## config.mk

```make
export PLATFORM = sky130hd
export DESIGN_NAME = ps2_keyboard
export DESIGN_NICKNAME = d
export VERILOG_FILES = /design/src/rtl/ps2_pkg.sv /design/src/rtl/byte_fifo.sv /design/src/rtl/ps2_keyboard.sv
export SDC_FILE = /design/constraint.sdc
export NUM_CORES = 1
export LEC_CHECK = 0
export ABC_AREA = 1
export BUFFER_PORTS_ARGS = -buffer_cell sky130_fd_sc_hd__buf_2
export CORE_MARGIN = 3
export CORE_UTILIZATION = 55
export CTS_CLUSTER_SIZE = 12
export DETAILED_ROUTE_END_ITERATION = 10
export PLACE_DENSITY = 0.72
export SYNTH_ARGS = -nofsm -noshare
export SYNTH_HDL_FRONTEND = slang
export SYNTH_SLANG_ARGS = --single-unit
```

## constraint.sdc

```tcl
create_clock -name clk -period 6.2 [get_ports clk]
set_input_delay 0.31 -clock clk [delete_from_list [all_inputs] [get_ports clk]]
set_output_delay 0.31 -clock clk [all_outputs]
set_load 0.05 [all_outputs]
```

## src/rtl/ps2_pkg.sv

```systemverilog
// Shared definitions for the PS/2 keyboard receiver: FSM states, frame bit
// levels and the default inter-edge timeout.
package ps2_pkg;

    localparam logic [1:0] ST_IDLE   = 2'd0;
    localparam logic [1:0] ST_DATA   = 2'd1;
    localparam logic [1:0] ST_PARITY = 2'd2;
    localparam logic [1:0] ST_STOP   = 2'd3;

    localparam logic FRAME_START = 1'b0;
    localparam logic FRAME_STOP  = 1'b1;

    localparam int PS2_TIMEOUT_DEFAULT = 20000;

    // PS/2 uses odd parity over the eight data bits plus the parity bit.
    function automatic logic odd_parity_ok(input logic [7:0] d, input logic p);
        return ^{d, p};
    endfunction

endpackage

```

## src/rtl/byte_fifo.sv

```systemverilog
// Show-ahead byte FIFO: head byte visible combinationally, sticky overflow
// flag set whenever a push is dropped because the buffer is full.
module byte_fifo #(
    parameter int DEPTH = 8
) (
    input  logic       clk,
    input  logic       rst,
    input  logic       i_push,
    input  logic [7:0] i_push_data,
    input  logic       i_pop,
    output logic [7:0] o_data,
    output logic       o_empty,
    output logic       o_overflow
);

    localparam int AW = $clog2(DEPTH);

    logic [7:0]    r_mem [DEPTH];
    logic [AW-1:0] r_wr_ptr;
    logic [AW-1:0] r_rd_ptr;
    logic [AW:0]   r_count;
    logic          r_overflow;

    logic w_full;
    logic w_pop_ok;
    logic w_push_ok;
    logic w_drop;

    assign w_full     = (r_count == (AW+1)'(DEPTH));
    assign o_empty    = (r_count == '0);
    assign o_data     = r_mem[r_rd_ptr];
    assign o_overflow = r_overflow;

    // A simultaneous pop frees the slot, so a push into a full FIFO still lands.
    assign w_pop_ok  = i_pop & ~o_empty;
    assign w_push_ok = i_push & (~w_full | w_pop_ok);
    assign w_drop    = i_push & w_full & ~w_pop_ok;

    always_ff @(posedge clk) begin
        if (rst) begin
            for (int i = 0; i < DEPTH; i++) r_mem[i] <= 8'h00;
            r_wr_ptr   <= '0;
            r_rd_ptr   <= '0;
            r_count    <= '0;
            r_overflow <= 1'b0;
        end else begin
            if (w_push_ok) begin
                r_mem[r_wr_ptr] <= i_push_data;
                r_wr_ptr        <= r_wr_ptr + 1'b1;
            end
            if (w_pop_ok) r_rd_ptr <= r_rd_ptr + 1'b1;
            case ({w_push_ok, w_pop_ok})
                2'b10:   r_count <= r_count + 1'b1;
                2'b01:   r_count <= r_count - 1'b1;
                default: r_count <= r_count;
            endcase
            if (w_drop)        r_overflow <= 1'b1;
            else if (w_pop_ok) r_overflow <= 1'b0;
        end
    end

endmodule

```

## src/rtl/ps2_keyboard.sv

```systemverilog
// PS/2 device-to-host receiver: synchronizes the pins, deframes 11-bit frames
// and buffers good scan-code bytes in a show-ahead FIFO for MMIO reads.
//
// state     | meaning
// ST_IDLE   | waiting for a start bit on a PS/2 clock fall
// ST_DATA   | shifting in 8 data bits, LSB first
// ST_PARITY | capturing the odd-parity bit
// ST_STOP   | checking stop bit and parity, then push or flag error
module ps2_keyboard
    import ps2_pkg::*;
#(
    parameter int DEPTH   = 8,
    parameter int TIMEOUT = PS2_TIMEOUT_DEFAULT
) (
    input  logic       clk,
    input  logic       rst,
    input  logic       ps2_clk,
    input  logic       ps2_data,
    input  logic       read_enable,
    output logic       ready,
    output logic       overflow,
    output logic [7:0] data,
    output logic       frame_err
);

    localparam int TW = $clog2(TIMEOUT + 1);

    logic          r_clk_s1, r_clk_s2, r_clk_prev;
    logic          r_data_s1, r_data_s2;
    logic [1:0]    r_state;
    logic [2:0]    r_bit_cnt;
    logic [7:0]    r_shift;
    logic          r_parity;
    logic [TW-1:0] r_tmo;
    logic          r_frame_err;

    logic w_fall;
    logic w_good;
    logic w_push;
    logic w_empty;

    assign w_fall    = r_clk_prev & ~r_clk_s2;
    assign w_good    = (r_data_s2 == FRAME_STOP) & odd_parity_ok(r_shift, r_parity);
    assign w_push    = (r_state == ST_STOP) & w_fall & w_good;
    assign ready     = ~w_empty;
    assign frame_err = r_frame_err;

    always_ff @(posedge clk) begin
        if (rst) begin
            r_clk_s1    <= 1'b1;
            r_clk_s2    <= 1'b1;
            r_clk_prev  <= 1'b1;
            r_data_s1   <= 1'b1;
            r_data_s2   <= 1'b1;
            r_state     <= ST_IDLE;
            r_bit_cnt   <= '0;
            r_shift     <= '0;
            r_parity    <= 1'b0;
            r_tmo       <= '0;
            r_frame_err <= 1'b0;
        end else begin
            r_clk_s1    <= ps2_clk;
            r_clk_s2    <= r_clk_s1;
            r_clk_prev  <= r_clk_s2;
            r_data_s1   <= ps2_data;
            r_data_s2   <= r_data_s1;
            r_frame_err <= 1'b0;
            if (r_state == ST_IDLE) begin
                if (w_fall && r_data_s2 == FRAME_START) begin
                    r_state   <= ST_DATA;
                    r_bit_cnt <= '0;
                    r_tmo     <= TW'(TIMEOUT - 1);
                end
            end else if (w_fall) begin
                r_tmo <= TW'(TIMEOUT - 1);
                case (r_state)
                    ST_DATA: begin
                        r_shift   <= {r_data_s2, r_shift[7:1]};
                        r_bit_cnt <= r_bit_cnt + 1'b1;
                        if (r_bit_cnt == 3'd7) r_state <= ST_PARITY;
                    end
                    ST_PARITY: begin
                        r_parity <= r_data_s2;
                        r_state  <= ST_STOP;
                    end
                    default: begin
                        r_frame_err <= ~w_good;
                        r_state     <= ST_IDLE;
                    end
                endcase
            end else if (r_tmo == '0) begin
                // Device stalled mid-frame: abandon it so the next start bit resyncs.
                r_frame_err <= 1'b1;
                r_state     <= ST_IDLE;
            end else begin
                r_tmo <= r_tmo - 1'b1;
            end
        end
    end

    byte_fifo #(.DEPTH(DEPTH)) u_fifo (
        .clk         (clk),
        .rst         (rst),
        .i_push      (w_push),
        .i_push_data (r_shift),
        .i_pop       (read_enable),
        .o_data      (data),
        .o_empty     (w_empty),
        .o_overflow  (overflow)
    );

endmodule

```

# Word-level counts from Yosys, hierarchy flattened
# Memory sizes are Yosys's and may differ from the RTL's. A register that Yosys moved wholly into a read port is not among the register bits.
# Index checks and enable logic that the tools add are counted.
dict set report classes {
  add_sub_neg 6
  n_eq_ne 10
  mux 30
  n_bitwise 16
  reduce_logical 18
}
# operator n
set ops {}
lappend ops {{15-bit two-way mux} 4}
lappend ops {{3-bit two-way mux} 7}
lappend ops {{15-bit zero test} 1}
lappend ops {{15-bit by 1-bit subtractor with 15-bit output (second input constant)} 1}
lappend ops {{3-bit AND reduction} 4}
lappend ops {{1-bit two-way mux} 11}
lappend ops {{2-bit two-way mux} 5}
lappend ops {{3-bit by 1-bit adder with 3-bit output (second input constant)} 3}
lappend ops {{9-bit parity} 1}
lappend ops {{1-bit bitwise AND} 8}
lappend ops {{8-bit two-way mux} 1}
lappend ops {{4-bit one-hot mux with 2 select lines} 1}
lappend ops {{2-bit nonzero test} 4}
lappend ops {{8-bit OR reduction} 1}
lappend ops {{1-bit NOT} 7}
lappend ops {{2-bit == test (second input constant)} 3}
lappend ops {{4-bit by 1-bit adder with 4-bit output (second input constant)} 1}
lappend ops {{2-bit by 1-bit == test with 1-bit output (second input constant)} 2}
lappend ops {{4-bit == test (second input constant)} 1}
lappend ops {{4-bit zero test} 1}
lappend ops {{4-bit inequality test (second input constant)} 1}
lappend ops {{2-bit one-hot mux with 2 select lines} 1}
lappend ops {{2-bit OR reduction} 2}
lappend ops {{4-bit by 1-bit subtractor with 4-bit output (second input constant)} 1}
lappend ops {{other kinds (8)} 8}
dict set report word_totals {
  ff_bits 46
  ramBits 64
  out_inout_bits 11
  elab_cells 96
  memories 1
}
# memory depth word_bits read_ports rd_ports_with_merged_regs wr line_no
set memory_table {}
lappend memory_table {u_fifo.r_mem 8 8 1 1 8 byte_fifo.sv:18} ;# logic [7:0] r_mem [DEPTH];

# Longest topological paths before layout
# Gate-level depths: netlist of run 1.
dict set report logic_depth {
  ltp_word 10
  ltp_mapped 22
  depth_no_buf 21
}

# Cells and area by module
# A second synthesis of run 1 with hierarchy kept.
dict set report unflattened {
  cells_unflattened 639
  area_unflattened_um2 5454.0
}
# module n_inst cells_per_inst area_each_um2 seq_area_each_um2
set by_module_without_submodules {}
lappend by_module_without_submodules {byte_fifo 1 370 3577.2 2202.1}
lappend by_module_without_submodules {ps2_keyboard 1 269 1876.8 700.7}

# Worst setup path before layout of run 1
# OpenSTA, ideal clock, no wires.
dict set report synth_path {
  path_type {reg-to-reg}
  from {register u_fifo.r_count[0]}
  to {register u_fifo.r_count[3]}
  t_arrival_ns 2.368
  required_time_ns 6.085
  path_slack_ns 3.717
  stages_incl_launch_ff 16
  n_path_buf 0
  period_less_slack_ns 2.483
  cell_sequence {dfxtp_1 nor2_1 nand3_1 nand2_1 inv_1 nand2_1 inv_1 ha_1 nand2_1 nand2_1 a31oi_1 inv_1 nand4_1 nand3_1 nand2_1 nor2_1}
}
dict set report synth_between {
  elab_chain_cells 7
  elab_cells_between_ends 13
  classes_between {2 x add/sub; 3 x eq/ne; 1 x mux; 5 x bitwise; 2 x reduce/logical}
}
# item line_no
set synth_lines {}
lappend synth_lines {{start: declaration} byte_fifo.sv:21} ;# logic [AW:0] r_count;
lappend synth_lines {{start signal: assignment} byte_fifo.sv:53} ;# 2'b10: r_count <= r_count + 1'b1;
lappend synth_lines {{start signal: assignment} byte_fifo.sv:54} ;# 2'b01: r_count <= r_count - 1'b1;
lappend synth_lines {{start signal: assignment} byte_fifo.sv:55} ;# default: r_count <= r_count;
lappend synth_lines {{4-bit zero test *} byte_fifo.sv:30} ;# assign o_empty = (r_count == '0);
lappend synth_lines {{1-bit NOT *} -}
lappend synth_lines {{via ready} ps2_keyboard.sv:20} ;# output logic ready,
lappend synth_lines {{1-bit bitwise AND *} byte_fifo.sv:35} ;# assign w_pop_ok = i_pop & ~o_empty;
lappend synth_lines {{1-bit bitwise OR} byte_fifo.sv:36} ;# assign w_push_ok = i_push & (~w_full | w_pop_ok);
lappend synth_lines {{1-bit bitwise AND} byte_fifo.sv:36}
lappend synth_lines {{2-bit by 1-bit == test with 1-bit output or 2-bit == test (tied branches)} byte_fifo.sv:52} ;# case ({w_push_ok, w_pop_ok})
lappend synth_lines {{4-bit one-hot mux with 2 select lines or 2-bit nonzero test (tied branches)} -}
# The timed path passes the listed nets; every way through them passes the cells marked *.
# A chain may end at the register's enable or synchronous reset.

==> results.md, run 1 <==
- Post-synth top area share: 36.06%
- Hold WC Path Type: input port to flop
- Synth Net Count: roughly 620
- Post-Synthesis Cell Area: 0.005329 mm^2
- # DRC: 0
- Unrepaired setup endpoints after global routing: false
- Clock transition at the registers of the reported paths: approximately 0.06 ns
- Primary FF master, synth: edfxtp_1
- Largest net degree at the start of global routing: 34
- Clock Tree Root: clkbuf_8
- Status: finished, final reports clean
- Leading cell types by count after synthesis: 155 x nor2_1, 79 x nand2_1, 64 x edfxtp_1, 57 x o21ai_0, 49 x dfxtp_1
- Port Buffers: 15
- Dpl hpwl: 7963 um
- Min Clock Period, post-route: between 3 and 4 ns
- Max cap viols: 0
- Post-synth EDFFs: 64
- Number of hold buffers added after cts: 2
- CP max FO: 33
- Fmax: 313.8 MHz
- Starting Density: approximately 57%
- Seq/Total Area, Yosys: around 54%
- Layout cells sized above 1: between 10% and 20%
- Vias in the first global route: 4,151
- Final #Nets: around 640
- Ys Warns: 0
- Final core occ: 65.54%
- Fin. max-slew vios: 0
- Worst Path Required: between 5 and 6 ns
- Post-place setup slack: between 3 and 4 ns
- # clock sinks: between 100 and 150
- DRT Pass-1 Iters: 5
- CTS tree: done
- Dominant cells by area after synthesis: edfxtp_1 36%, dfxtp_1 18%, nor2_1 11%, nand2_1 5.6%, o21ai_0 5.4%
- Layout area overhead: 14.72%
- Mapped Avg Cell Area: just under 9 um^2
- Clock buffer depth: 2
- Post-CTS Resized: 0
- Antenna-violating nets left: 0
- Final wirelength: 11,900 um
- Multi-input gate area: 0.002148 mm^2
- Initial antenna violation count: 0
- Row count: 35
- Insertion delay to the later sink of the worst-skew pair: approximately 0.52 ns
- CP endpoint kind: primary output
- GRT overflow: 0
- Tot Pwr: around 3 mW
- Core ar.: about 0.0093 mm^2
- Setup bufs post-CTS: 0
- Pleak: between 2 and 3 nW
- Vias: slightly above 4,000
- Ports: 16
- Post-DP Area: between 0.005 and 0.006 mm^2
- Die width: between 100 and 150 um
- Most common cell in the netlist: nor2_1
- Hold Violations, Final: 0
- Rel. slew slack: approximately two fifths
- Setup Viol. Count Final: 0
- Worst Setup Path Type: flop to primary output
- Seq cells post-synth: around 110
- Worst Slack Setup Final: roughly 3 ns
- Ant. Diodes: 0
- # fillers: between 700 and 800
- H-tree depth: 4
- Register area: 0.002903 mm^2
- Post-synthesis instance total: approximately 600
- Fin crit share: between 50% and 60%
- DIE AREA: 0.01091 mm^2
- DR WL/cell: between 15 and 20 um
- Setup Skew: a little under 0.008 ns
- CTS Buf Count: 17
- Asr flop ratio synth: 0%
- Setup TNS: 0 ns
- Gp weighted congestion: between 0.8 and 0.9
- Power density over cell area: just under 500 mW/mm^2
- Global-route usage over all layers: 23.09%
- Global-route wire length before repair: a little under 20,000 um
- Cell variety after synth: 36
- Drt via density: between 5 and 6
- Worst-Margin Slew: about 0.89 ns
- Max VDD drop: ~0.31 mV
- DR iter-0 viols: roughly 250
- CP Data Arrival Time: about 2.9 ns
- Die Y: 104.4 um
- Final instance area: roughly 0.0061 mm^2
- Synth area leader: edfxtp_1
- Crit start category: flop
[layout by cell type (no fill, tap or decap), types with 2 or more instances in the layout]
master         count
or2_2              7
edfxtp_1          64
nand4_1            4
a31oi_1           12
nor2_1           155
nor2_2             2
xor2_1             7
a21oi_1           29
buf_2             15
ha_1              11
bufinv_16          5
nor3_1            10
nand3_1            9
nor3b_1            2
o31ai_1            3
o22ai_1            8
o21ai_0           57
dlygate4sd3_1      2
a211oi_1           2
dfxtp_1           49
nand2_4            7
clkbuf_16         16
nor2_8             2
xnor2_1            2
buf_4              2
inv_1             42
nand3_2            3
clkinv_1           7
clkinv_2           3
nor4_1             2
nand3_4            2
inv_2              2
nand2_1           79
[state kept, by name, summed over array words and instances (netlist names), 2 cells and up, named ones only]
name             count
u_fifo.r_mem        64
r_tmo               15
r_shift              8
u_fifo.r_count       4
r_bit_cnt            3
u_fifo.r_rd_ptr      3
u_fifo.r_wr_ptr      3
r_state              2
[cells by family (layout without fill, tap and decap cells)]
kind of cell	Yosys count	in the layout	share of synthesized area (%)
and+or+nand+nor	287	287	24.23
adders and majority gates	12	12	2.958
buffers and inverters	69	98	5.213
xor gates and xnor gates	9	9	1.479
DFF	113	113	54.47
AOI/OAI and AO/OA	114	114	11.65
[report_power, final]
part | total (mW) | internal, mW | switching (mW)
sequential | 0.959 | 0.880 | 0.0787
clock | 1.01 | 0.683 | 0.325
combinational | 0.995 | 0.298 | 0.697
[worst max-delay path, stage by stage (launching register included)]
cell     delay [ns]
dfxtp_1        0.29
buf_4          0.23
inv_1          0.70
o21ai_0        0.22
o22ai_1        0.30
nor2_1         0.08
a31oi_1        0.22
buf_2          0.31
[final cells by class]
cell class                      instances  area share, %
Clock buffer                           18          6.836
Inverter                               48          2.947
Multi-Input combinational cell        422          35.14
Clock inverter                         13          3.152
Tap cell                              129          2.640
Sequential cell                       113          47.48
Timing Repair Buffer                   19          1.801
[final timing paths]
kind              startpoint                 to  slack [ns]  depth (start not counted)
hold reg to reg    r_data_s1          r_data_s2        0.41                          1
hold / removal           rst          r_tmo[13]        0.22                          2
setup / recovery        flop            data[3]        3.01                          7
setup reg to reg  r_shift[3]  u_fifo.r_count[3]        3.53                         21
[stage by stage]
step	hold WS [ns]	instances
after detailed placement	0.4023	729
after global placement	0.3917	729
after global routing	0.2326	762
after CTS	0.1993	762
after floorplan	0.3895	604
final	0.2182	762
[layer usage]
metal,global-route usage (%),wire [um],vias up
met2,39.48,6046,109
met3,5.959,577,16
met4,8.167,225,0
li1,-,-,2062
met5,0,0,-
met1,28.23,5053,1924
Note: power is estimated with default switching activity, not from simulation.
==> run 2, diff against run 1 <==
--- a/config.mk
+++ b/config.mk
@@ -5,13 +5,13 @@
 export SDC_FILE = /design/constraint.sdc
 export NUM_CORES = 1
 export LEC_CHECK = 0
-export ABC_AREA = 1
+export ABC_AREA = 0
 export BUFFER_PORTS_ARGS = -buffer_cell sky130_fd_sc_hd__buf_2
 export CORE_MARGIN = 3
 export CORE_UTILIZATION = 55
 export CTS_CLUSTER_SIZE = 12
 export DETAILED_ROUTE_END_ITERATION = 10
-export PLACE_DENSITY = 0.72
+export PLACE_DENSITY = 0.75
 export SYNTH_ARGS = -nofsm -noshare
 export SYNTH_HDL_FRONTEND = slang
 export SYNTH_SLANG_ARGS = --single-unit
==> constraint.sdc (replaced) <==
create_clock -name clk -period 2.82 [get_ports clk]
set_input_delay 0.141 -clock clk [delete_from_list [all_inputs] [get_ports clk]]
set_output_delay 0.141 -clock clk [all_outputs]
set_load 0.05 [all_outputs]
==> run 2 against run 1 <==
  * Die area decreased by 0.24%
  * Hold slack got worse by 0.17 ns
  * Clock skew increased by 0.0053 ns
  * Global-route usage decreased by 1.8 points
  * Count of clock-buffer cells in the layout increased by 2
  * Combinational power shrank 20%
  * Non-clock buffer count rose by 14
  * Routed wire length shrank 7.1%
  * Via count down 10%
==> results.md, run 2 <==
- Status: finished, final reports clean
- Setup Viol. Count Final: 0
- Seq cells post-synth: about 110
- Insertion delay to the later sink of the worst-skew pair: about 0.51 ns
- Most common cell in the netlist: nor2_1
- # DRC: 0
- Fin. max-slew vios: 0
- Clock Tree Root: clkbuf_8
- GR peak layer: met2
- Hold path start: read_enable
- Clock buffer depth: 2
- GRT overflow: 0
- Reg2Reg Depth: 11
- Met1 usage: a little over a quarter
- Core ar.: slightly above 0.009 mm^2
- Global-route wire length before repair: 18,340 um
- Power density over cell area: around 760 mW/mm^2
- Global-route usage over all layers: 21.24%
- Seq/Total Area, Yosys: between 50% and 60%
- Port Buffers: 15
- Synth Net Count: 495
- Hold Violations, Final: 0
- DRT Pass-1 Iters: 5
- Crit path max-delay family: XOR/XNOR gates
- GR Util met3: about 4.3%
- Setup TNS: 0 ns
- CP max FO: 3
- Biggest regs: u_fifo.r_mem x64, r_tmo x15, r_shift x8
- Hold WC Path Type: input port to flop
- Gp weighted congestion: just under 0.9
- CP Data Arrival Time: around 3.1 ns
- Post-synth EDFFs: 64
- Fin crit share: 97.21%
- WHS Path Cells: 4
- Asr flop ratio synth: 0%
- Fmax: ~360 MHz
- Dpl hpwl: around 7300 um
- Final #Nets: approximately 520
- Pleak: 2.294 nW
- Largest net degree at the start of global routing: 33
- Drt via density: about 5.7
- Final instance area: 0.006170 mm^2
- Placed insts: between 600 and 700
- DR WL/cell: between 15 and 20 um
- Starting Density: 56.98%
- Layout area overhead: 16.08%
- CP cell instances: xor2_1 -> xnor3_2 -> mux2i_2 -> nand2_1 -> inv_1 -> ha_1 -> a21o_1 -> a21oi_2 -> nor2_1 -> a22oi_1 -> mux2_1
- Initial antenna violation count: 0
- Met2 Use GR: between 30% and 40%
- Synth area leader: edfxtp_1
- Slowest CP cell: xnor3_2
- CTS tree: done
- Crit start category: flop
- Buffers & Inverters on Critical Path: 1
- Cell variety after synth: 53
- RR Endpoint: u_fifo.r_count[3]
- Largest register FFs: 64
- Worst Slack Setup Final: roughly 0.08 ns
- Clock transition at the registers of the reported paths: 0.06 ns
- Leading cell type in the layout, fill and taps excluded: nor2_1
- Die width: about 100 um
- Dominant cells by area after synthesis: edfxtp_1 36%, dfxtp_1 18%, mux4_2 6.8%, nor2_1 5.0%, nand2_1 2.9%
- Vias in the first global route: roughly 3,700
- Die Y: around 100 um
- Min Clock Period, post-route: ~2.7 ns
- Ports: 16
- Row count: 35
- Post-Synthesis Cell Area: approximately 0.0053 mm^2
- DIE AREA: ~0.011 mm^2
- Post-place setup slack: 0.07921 ns
- Max VDD drop: about 0.58 mV
- Final wirelength: around 11,000 um
- Worst Hold End: u_fifo.o_overflow
- Delay of the slowest critical-path stage: 0.50 ns
- Rel. slew slack: between 40% and 50%
- CTS Buf Count: 17
- Fin cells: approximately 640
- Primary FF master, synth: edfxtp_1
- Ys Warns: 0
- Antenna-violating nets left: 0
- Setup slack, reg-to-reg: 0.08 ns
- Layout cells sized above 1: around a fifth
- DR iter-0 viols: 252
- Post-synth top area share: 36.16%
- Setup Skew: ~0.013 ns
- Reg with most FFs: u_fifo.r_mem
- Post-synthesis instance total: 478
- Vias: ~3,700
- Mapped Avg Cell Area: around 11 um^2
- Worst Setup Path Type: flop to flop
- H-tree depth: 4
- Max cap viols: 0
- # clock sinks: about 110
- Post-DP Area: roughly 0.0056 mm^2
- Worst-Margin Slew: about 0.82 ns
- Tot Pwr: around 4.7 mW
- Leading cell types by count after synthesis: 71 x nor2_1, 64 x edfxtp_1, 49 x dfxtp_1, 41 x nand2_1, 25 x nor3_1
- Worst Path Required: roughly 3.2 ns
- Worst r2r src: r_shift[7]
- Commonest non-fill, non-tap cells in the layout: 71 x nor2_1, 64 x edfxtp_1, 48 x dfxtp_1
- CP endpoint kind: flop
- Ant. Diodes: 0
run 2: cell families (layout without fill, tap and decap cells):
| group | after synthesis | count (layout) | share of synthesized area [%] |
|---|---|---|---|
| adders and majority gates | 12 | 12 | 2.966 |
| buffers and inverters | 40 | 77 | 2.895 |
| and+or+nand+nor | 197 | 197 | 17.51 |
| AOI/OAI and AO/OA | 63 | 63 | 7.839 |
| DFF | 113 | 113 | 54.61 |
| xor gates and xnor gates | 20 | 20 | 3.837 |
| muxes | 33 | 33 | 10.33 |
run 2: layer usage:
layer	up-vias	part of all wire [%]	routed length [um]
met5	-	0	0
met4	0	1.3	143
met3	13	5.9	656
met2	126	51	5693
met1	1765	41	4566
li1	1791	-	-
run 2: through the flow:
stage                     hold WS, ns  util [%]
after floorplan                0.2448         -
after detailed placement       0.3340     59.52
final                         0.04936     66.14
after global placement         0.3275     59.52
after CTS                     0.02775     65.88
after global routing          0.07775     66.14
run 2: final cells by class:
| type | instances | area (um^2) |
|---|---|---|
| clock buffers | 20 | 467.9 |
| fillers | 707 | 3158 |
| flip-flops and latches | 113 | 2904 |
| multi-input cells | 325 | 2271 |
| clock inverters | 12 | 105.1 |
| well taps | 129 | 161.4 |
| repair buffers | 33 | 215.2 |
| inverters | 12 | 45.04 |
run 2: worst min-delay path, cell delays in order:
cell,delay [ns]
buf_2,0.12
nand2_1,0.11
a2bb2oi_1,0.07
nor2_1,0.07
run 2: worst max-delay path by stage:
stage | from | end | slack, ns | cells after the start
finish | r_shift[7] | u_fifo.r_count[3] | 0.08 | 11
global route | r_shift[2] | u_fifo.r_count[3] | -0.02 | 11
CTS | r_shift[7] | u_fifo.r_count[3] | 0.06 | 11
detailed placement | r_shift[7] | u_fifo.r_count[3] | 0.08 | 11
global placement | r_shift[2] | u_fifo.r_count[3] | 0.18 | 11
floorplan | r_shift[1] | u_fifo.r_count[3] | 0.11 | 12
run 2: report_power, final:
| part | switching, mW | total [mW] | internal, mW |
|---|---|---|---|
| Clock | 0.742 | 2.01 | 1.27 |
| Combinational | 0.506 | 0.800 | 0.294 |
| Sequential | 0.0747 | 1.91 | 1.83 |
run 2: repair_timing:
action,CTS,global route
gates resized for setup,0,4
buffers inserted,0,2
hold buffers,2,0
endpoints found under the hold margin,2,0
setup endpoints to repair,0,1
